--- src/rtl/counter_run_arbiter.sv ---
`default_nettype none
// ============================================================================
// Module      : counter_run_arbiter
// Description : Round-robin owner of a shared modulo run-counter; each grant
//               runs the count from 0 to the owner's latched terminal value.
// Revision    : 1.0 - initial release
// ============================================================================
module counter_run_arbiter #(
    parameter int NREQ = 4,
    parameter int CW   = 4
) (
    input  logic               clk,
    input  logic               rst,
    input  logic [NREQ-1:0]    req,
    input  logic [NREQ*CW-1:0] len,
    input  logic               pause,
    output logic [NREQ-1:0]    gnt,
    output logic               busy,
    output logic [CW-1:0]      cnt,
    output logic               done,
    output logic               abort,
    output logic [2:0]         owner_id
);

    localparam logic [1:0] S_IDLE = 2'd0;
    localparam logic [1:0] S_RUN  = 2'd1;
    localparam logic [1:0] S_DONE = 2'd2;

    logic [1:0]    r_state;
    logic [1:0]    w_state_nxt;
    logic [2:0]    r_owner;
    logic [2:0]    r_ptr;
    logic [2:0]    w_win;
    logic [2:0]    w_ptr_nxt;
    logic [CW-1:0] r_cnt;
    logic [CW-1:0] r_term;
    logic [CW-1:0] w_len_win;
    logic          r_abort;
    logic          w_any_req;
    logic          w_owner_req;
    logic          w_found;
    logic [7:0]    w_req_ext;
    logic [3:0]    w_idx;

    // Zero-extended copy lets 3-bit indices address any NREQ without range warnings
    assign w_req_ext   = 8'(req);
    assign w_any_req   = |req;
    assign w_owner_req = w_req_ext[r_owner];

    // First set request at or above the pointer, wrapping modulo NREQ
    always_comb begin
        w_found = 1'b0;
        w_win   = '0;
        w_idx   = '0;
        for (int k = 0; k < NREQ; k++) begin
            w_idx = {1'b0, r_ptr} + 4'(k);
            if (w_idx >= 4'(NREQ)) begin
                w_idx = w_idx - 4'(NREQ);
            end
            if (!w_found && w_req_ext[w_idx[2:0]]) begin
                w_found = 1'b1;
                w_win   = w_idx[2:0];
            end
        end
    end

    always_comb begin
        w_len_win = '0;
        for (int i = 0; i < NREQ; i++) begin
            if (w_win == 3'(i)) begin
                w_len_win = len[i*CW +: CW];
            end
        end
    end

    assign w_ptr_nxt = (w_win == 3'(NREQ - 1)) ? 3'd0 : w_win + 3'd1;

    always_comb begin
        w_state_nxt = r_state;
        case (r_state)
            S_IDLE: begin
                if (w_any_req) begin
                    w_state_nxt = S_RUN;
                end
            end
            S_RUN: begin
                if (!w_owner_req) begin
                    w_state_nxt = S_IDLE;
                end else if (r_cnt == r_term) begin
                    w_state_nxt = S_DONE;
                end
            end
            S_DONE:  w_state_nxt = S_IDLE;
            default: w_state_nxt = S_IDLE;
        endcase
    end

    always_ff @(posedge clk) begin
        if (rst) begin
            r_state <= S_IDLE;
        end else begin
            r_state <= w_state_nxt;
        end
    end

    // cnt is left untouched outside a run so the last value stays observable
    always_ff @(posedge clk) begin
        if (rst) begin
            r_owner <= '0;
            r_ptr   <= '0;
            r_cnt   <= '0;
            r_term  <= '0;
            r_abort <= 1'b0;
        end else begin
            r_abort <= 1'b0;
            if (r_state == S_IDLE && w_any_req) begin
                r_owner <= w_win;
                r_ptr   <= w_ptr_nxt;
                r_cnt   <= '0;
                r_term  <= w_len_win;
            end else if (r_state == S_RUN) begin
                if (!w_owner_req) begin
                    r_abort <= 1'b1;
                end else if (r_cnt != r_term && !pause) begin
                    r_cnt <= r_cnt + CW'(1);
                end
            end
        end
    end

    always_comb begin
        gnt = '0;
        for (int i = 0; i < NREQ; i++) begin
            if (r_state == S_RUN && r_owner == 3'(i)) begin
                gnt[i] = 1'b1;
            end
        end
    end

    assign busy     = (r_state != S_IDLE);
    assign done     = (r_state == S_DONE);
    assign abort    = r_abort;
    assign cnt      = r_cnt;
    assign owner_id = r_owner;

endmodule
`default_nettype wire
--- config.mk ---
export PLATFORM = sky130hd
export DESIGN_NAME = counter_run_arbiter
export DESIGN_NICKNAME = d
export VERILOG_FILES = /design/src/rtl/counter_run_arbiter.sv
export SDC_FILE = /design/constraint.sdc
export NUM_CORES = 1
export LEC_CHECK = 0
export CORE_MARGIN = 8
export CORE_UTILIZATION = 53
export CTS_BUF_LIST = sky130_fd_sc_hd__clkbuf_8
export CTS_CLUSTER_DIAMETER = 50
export DETAILED_ROUTE_END_ITERATION = 10
export GPL_TIMING_DRIVEN = 0
export PLACE_DENSITY = 0.95
export REMOVE_ABC_BUFFERS = 1
export SLEW_MARGIN = 20
export SYNTH_ARGS = -nofsm -noshare
export SYNTH_HDL_FRONTEND = slang
export SYNTH_SLANG_ARGS = --single-unit
--- constraint.sdc ---
create_clock -name clk -period 6.1 [get_ports clk]
set_input_delay 0.61 -clock clk [delete_from_list [all_inputs] [get_ports clk]]
set_output_delay 0.61 -clock clk [all_outputs]
set_load 0.01 [all_outputs]
==> results.md <==
- First-pass GRT wire length: 5970 um
- Post-synth ARST share: 0%
- Worst slew pin tran: 0.663 ns
- CTS tree: yes
- Vias in the first global route: 1295
- MaxCap Viol Count: 0
- #FFs+latches synth: 17
- DIE AREA: 4280 sq um
- Mapped Avg Cell Area: 8.57 sq um
- Mapped Area: 1290 sq um
- Hold Fails Final Rpt: 0
- FMAX: 288 MHz
- Crit. End Element: flip-flop
- Die Wd: 65.4 um
- Insertion delay to the later sink of the worst-skew pair: 0.26 ns
- Antenna diode count: 0
- Post-layout min period: 3.47 ns
- Worst path cell trace: clkdlybuf4s50_1 -> mux2_4 -> a222oi_1 -> nand3_1 -> and2_2 -> ha_1 -> nor2b_1 -> a221oi_1 -> a211o_1 -> a211oi_1
- TritonCTS buffer count: 3
- Starting density of the core: 54.2%
- Nets: 215
- CP peak stage delay: 0.56 ns
- Vias: 1313
- CTS H-tree depth: 1
- Final ANT Viol Nets: 0
- Finished Layout Cells: 214
- Netlist cell types: 46
- Slew headroom: 55.2%
- Vias per cell: 6.14
- Ports: 37
- # clock sinks: 17
- Worst Skew: 0.00386 ns
- Crit path DAT: 3.64 ns
- DR WL/cell: 16.4 um
- Period utilisation layout: 56.9%
- EDFF count, synth: 0
- Sequential share of the synthesized area: 26.3%
- Required @ worst endpoint: 6.27 ns
- Largest net degree at the start of global routing: 16
- PortBufs: 36
- Clock Tree Buf Depth: 2
- YS warnings: 0
- Synth Flop Type: dfxtp_1
- Post-CTS Hold Buffers: 0
- DRC: 0
- VDD IR max: 0.277 mV
- Total gr overflow: 0
- Core ar.: 2390 sq um
- CP startpoint kind: primary input
- 1st-iter DRT viols: 70
- Aggregate routed wire length: 3500 um
- # rows: 18
- Post-Synthesis Cells: 151
- Slowest CP cell: clkdlybuf4s50_1
- Share of cells above drive strength 1: 7.61%
- Initial antenna violation count: 0
- RSZ-0062 raised after global routing: no
- Worst Path Max Fanout: 8
- GRT Util Overall: 17.0%
- # placed instances: 210
- Status: finished, final reports clean
- Clk pin slew, worst setup/hold paths: 0.07 ns
- Setup bufs post-CTS: 0
- Post-DP HPWL: 2680 um
- Pleak: 0.678 nW
- # setup viols final: 0
- Slew Limit Fails: 0
- Worst Hold Class: reg -> reg
- Placer Congestion: 0.794
- Filler Cell Count: 176
- CP Class: in -> reg
- Cts repair resizes: 0
- Clock Tree Root: clkbuf_8
- Final TNS setup: 0 ns
- PwrDens: 425 nW/um^2
- Drt first pass iters: 4
- Synth-to-Final Area Change: 30.9%
- Die Y: 65.4 um
-- worst paths after layout --
check                              from  slack (ns)                      to  depth (start not counted)
hold / removal      cnt[3]$_SDFFE_PP0P_        0.51     cnt[3]$_SDFFE_PP0P_                          2
setup reg to reg  r_ptr[0]$_SDFFE_PP0P_        2.77  r_term[1]$_SDFFE_PP0P_                         11
hold reg to reg     cnt[3]$_SDFFE_PP0P_        0.51     cnt[3]$_SDFFE_PP0P_                          2
setup / recovery                 req[1]        2.63  r_term[1]$_SDFFE_PP0P_                         10
-- cell usage after synthesis (2+ instances only) --
| library cell | count | share of area, % |
|---|---|---|
| a211o_1 | 4 | 2.7 |
| a211oi_1 | 5 | 2.9 |
| a21oi_1 | 9 | 3.5 |
| a221oi_1 | 4 | 2.7 |
| and2_1 | 2 | 0.97 |
| and3_1 | 2 | 0.97 |
| buf_1 | 2 | 0.58 |
| clkbuf_1 | 3 | 0.87 |
| dfxtp_1 | 17 | 26 |
| ha_1 | 7 | 6.8 |
| inv_1 | 11 | 3.2 |
| mux2_2 | 3 | 2.6 |
| mux2i_1 | 8 | 6.2 |
| mux4_1 | 2 | 4.1 |
| nand2_1 | 12 | 3.5 |
| nand2b_1 | 4 | 1.9 |
| nand3_1 | 5 | 1.9 |
| nor2_1 | 10 | 2.9 |
| nor2b_1 | 3 | 1.5 |
| nor3_1 | 7 | 2.7 |
| o21ai_0 | 2 | 0.77 |
| or3_1 | 2 | 0.97 |
| xor2_1 | 4 | 2.7 |
-- report_power, final --
group / internal [mW] / switching (mW) / total, mW
registers: 0.138 / 0.0418 / 0.180
logic: 0.216 / 0.235 / 0.451
clock network: 0.0455 / 0.0431 / 0.0886
-- registers in the layout, indices dropped and copies added, names as in the netlist --
name      count
r_term        4
abort         1
cnt           4
r_ptr         3
r_state       2
owner_id      3
-- cells by family after synthesis --
kind of cell,count (synthesis),synth area share [%]
multiplexers,15,15.8
flip-flops,17,26.3
AND/OR/NAND/NOR,55,22.0
XOR/XNOR,4,2.71
adder cells (fa/ha/maj),7,6.77
AO/OA/AOI/OAI,35,19.8
buffers and inverters,18,6.67
-- placed cells by master (no fill, tap or decap), drive strengths merged, types with 3 or more instances in the layout --
master,count
mux2,4
mux2i,8
xor2,4
nand2,12
a211o,4
nand2b,4
a211oi,5
clkdlybuf4s50,36
and2,3
nor2,10
inv,11
nand3,5
a221oi,4
clkbuf,3
ha,7
dfxtp,17
nor3,7
nor2b,3
mux4,3
a21oi,10
-- per-stage QoR --
step                      utilization (%)  hold WS [ns]  area (sq um)  setup slack [ns]  total power [mW]
after floorplan                         -         0.460          1250              3.30             0.496
after global placement               69.0         0.484          1650              2.56             0.592
after detailed placement             69.0         0.496          1650              2.41             0.618
after CTS                            70.9         0.508          1690              2.68             0.712
after global routing                 70.9         0.532          1690              2.45             0.772
final                                70.9         0.507          1690              2.63             0.720
-- routing by layer --
layer,GRT usage [%],up-vias,part of all wire (%)
met2,29.3,76,49
li1,-,630,-
met1,19.4,593,40
met3,3.40,14,8.3
met4,8.72,0,3.0
met5,0,-,0
-- worst max-delay path, delay by kind of cell --
kind                     cells  cell delay (ns)
adder cells (fa/ha/maj)      1             0.23
multiplexers                 1             0.33
AO/OA/AOI/OAI                4             1.14
AND/OR/NAND/NOR              3             0.77
buffers and inverters        1             0.56
-- layout make-up --
| class | instances | area, sq um | share of cell area [%] |
|---|---|---|---|
| multi-input combinational | 116 | 867 | 51.2 |
| clock buffer | 3 | 41.3 | 2.44 |
| tap | 30 | 37.5 | 2.22 |
| timing repair buffer | 36 | 360 | 21.3 |
| inverter | 11 | 41.3 | 2.44 |
| sequential | 17 | 340 | 20.1 |
| clock inverter | 1 | 5.00 | 0.296 |
No activity file was read; power rests on OpenSTA's default activity.
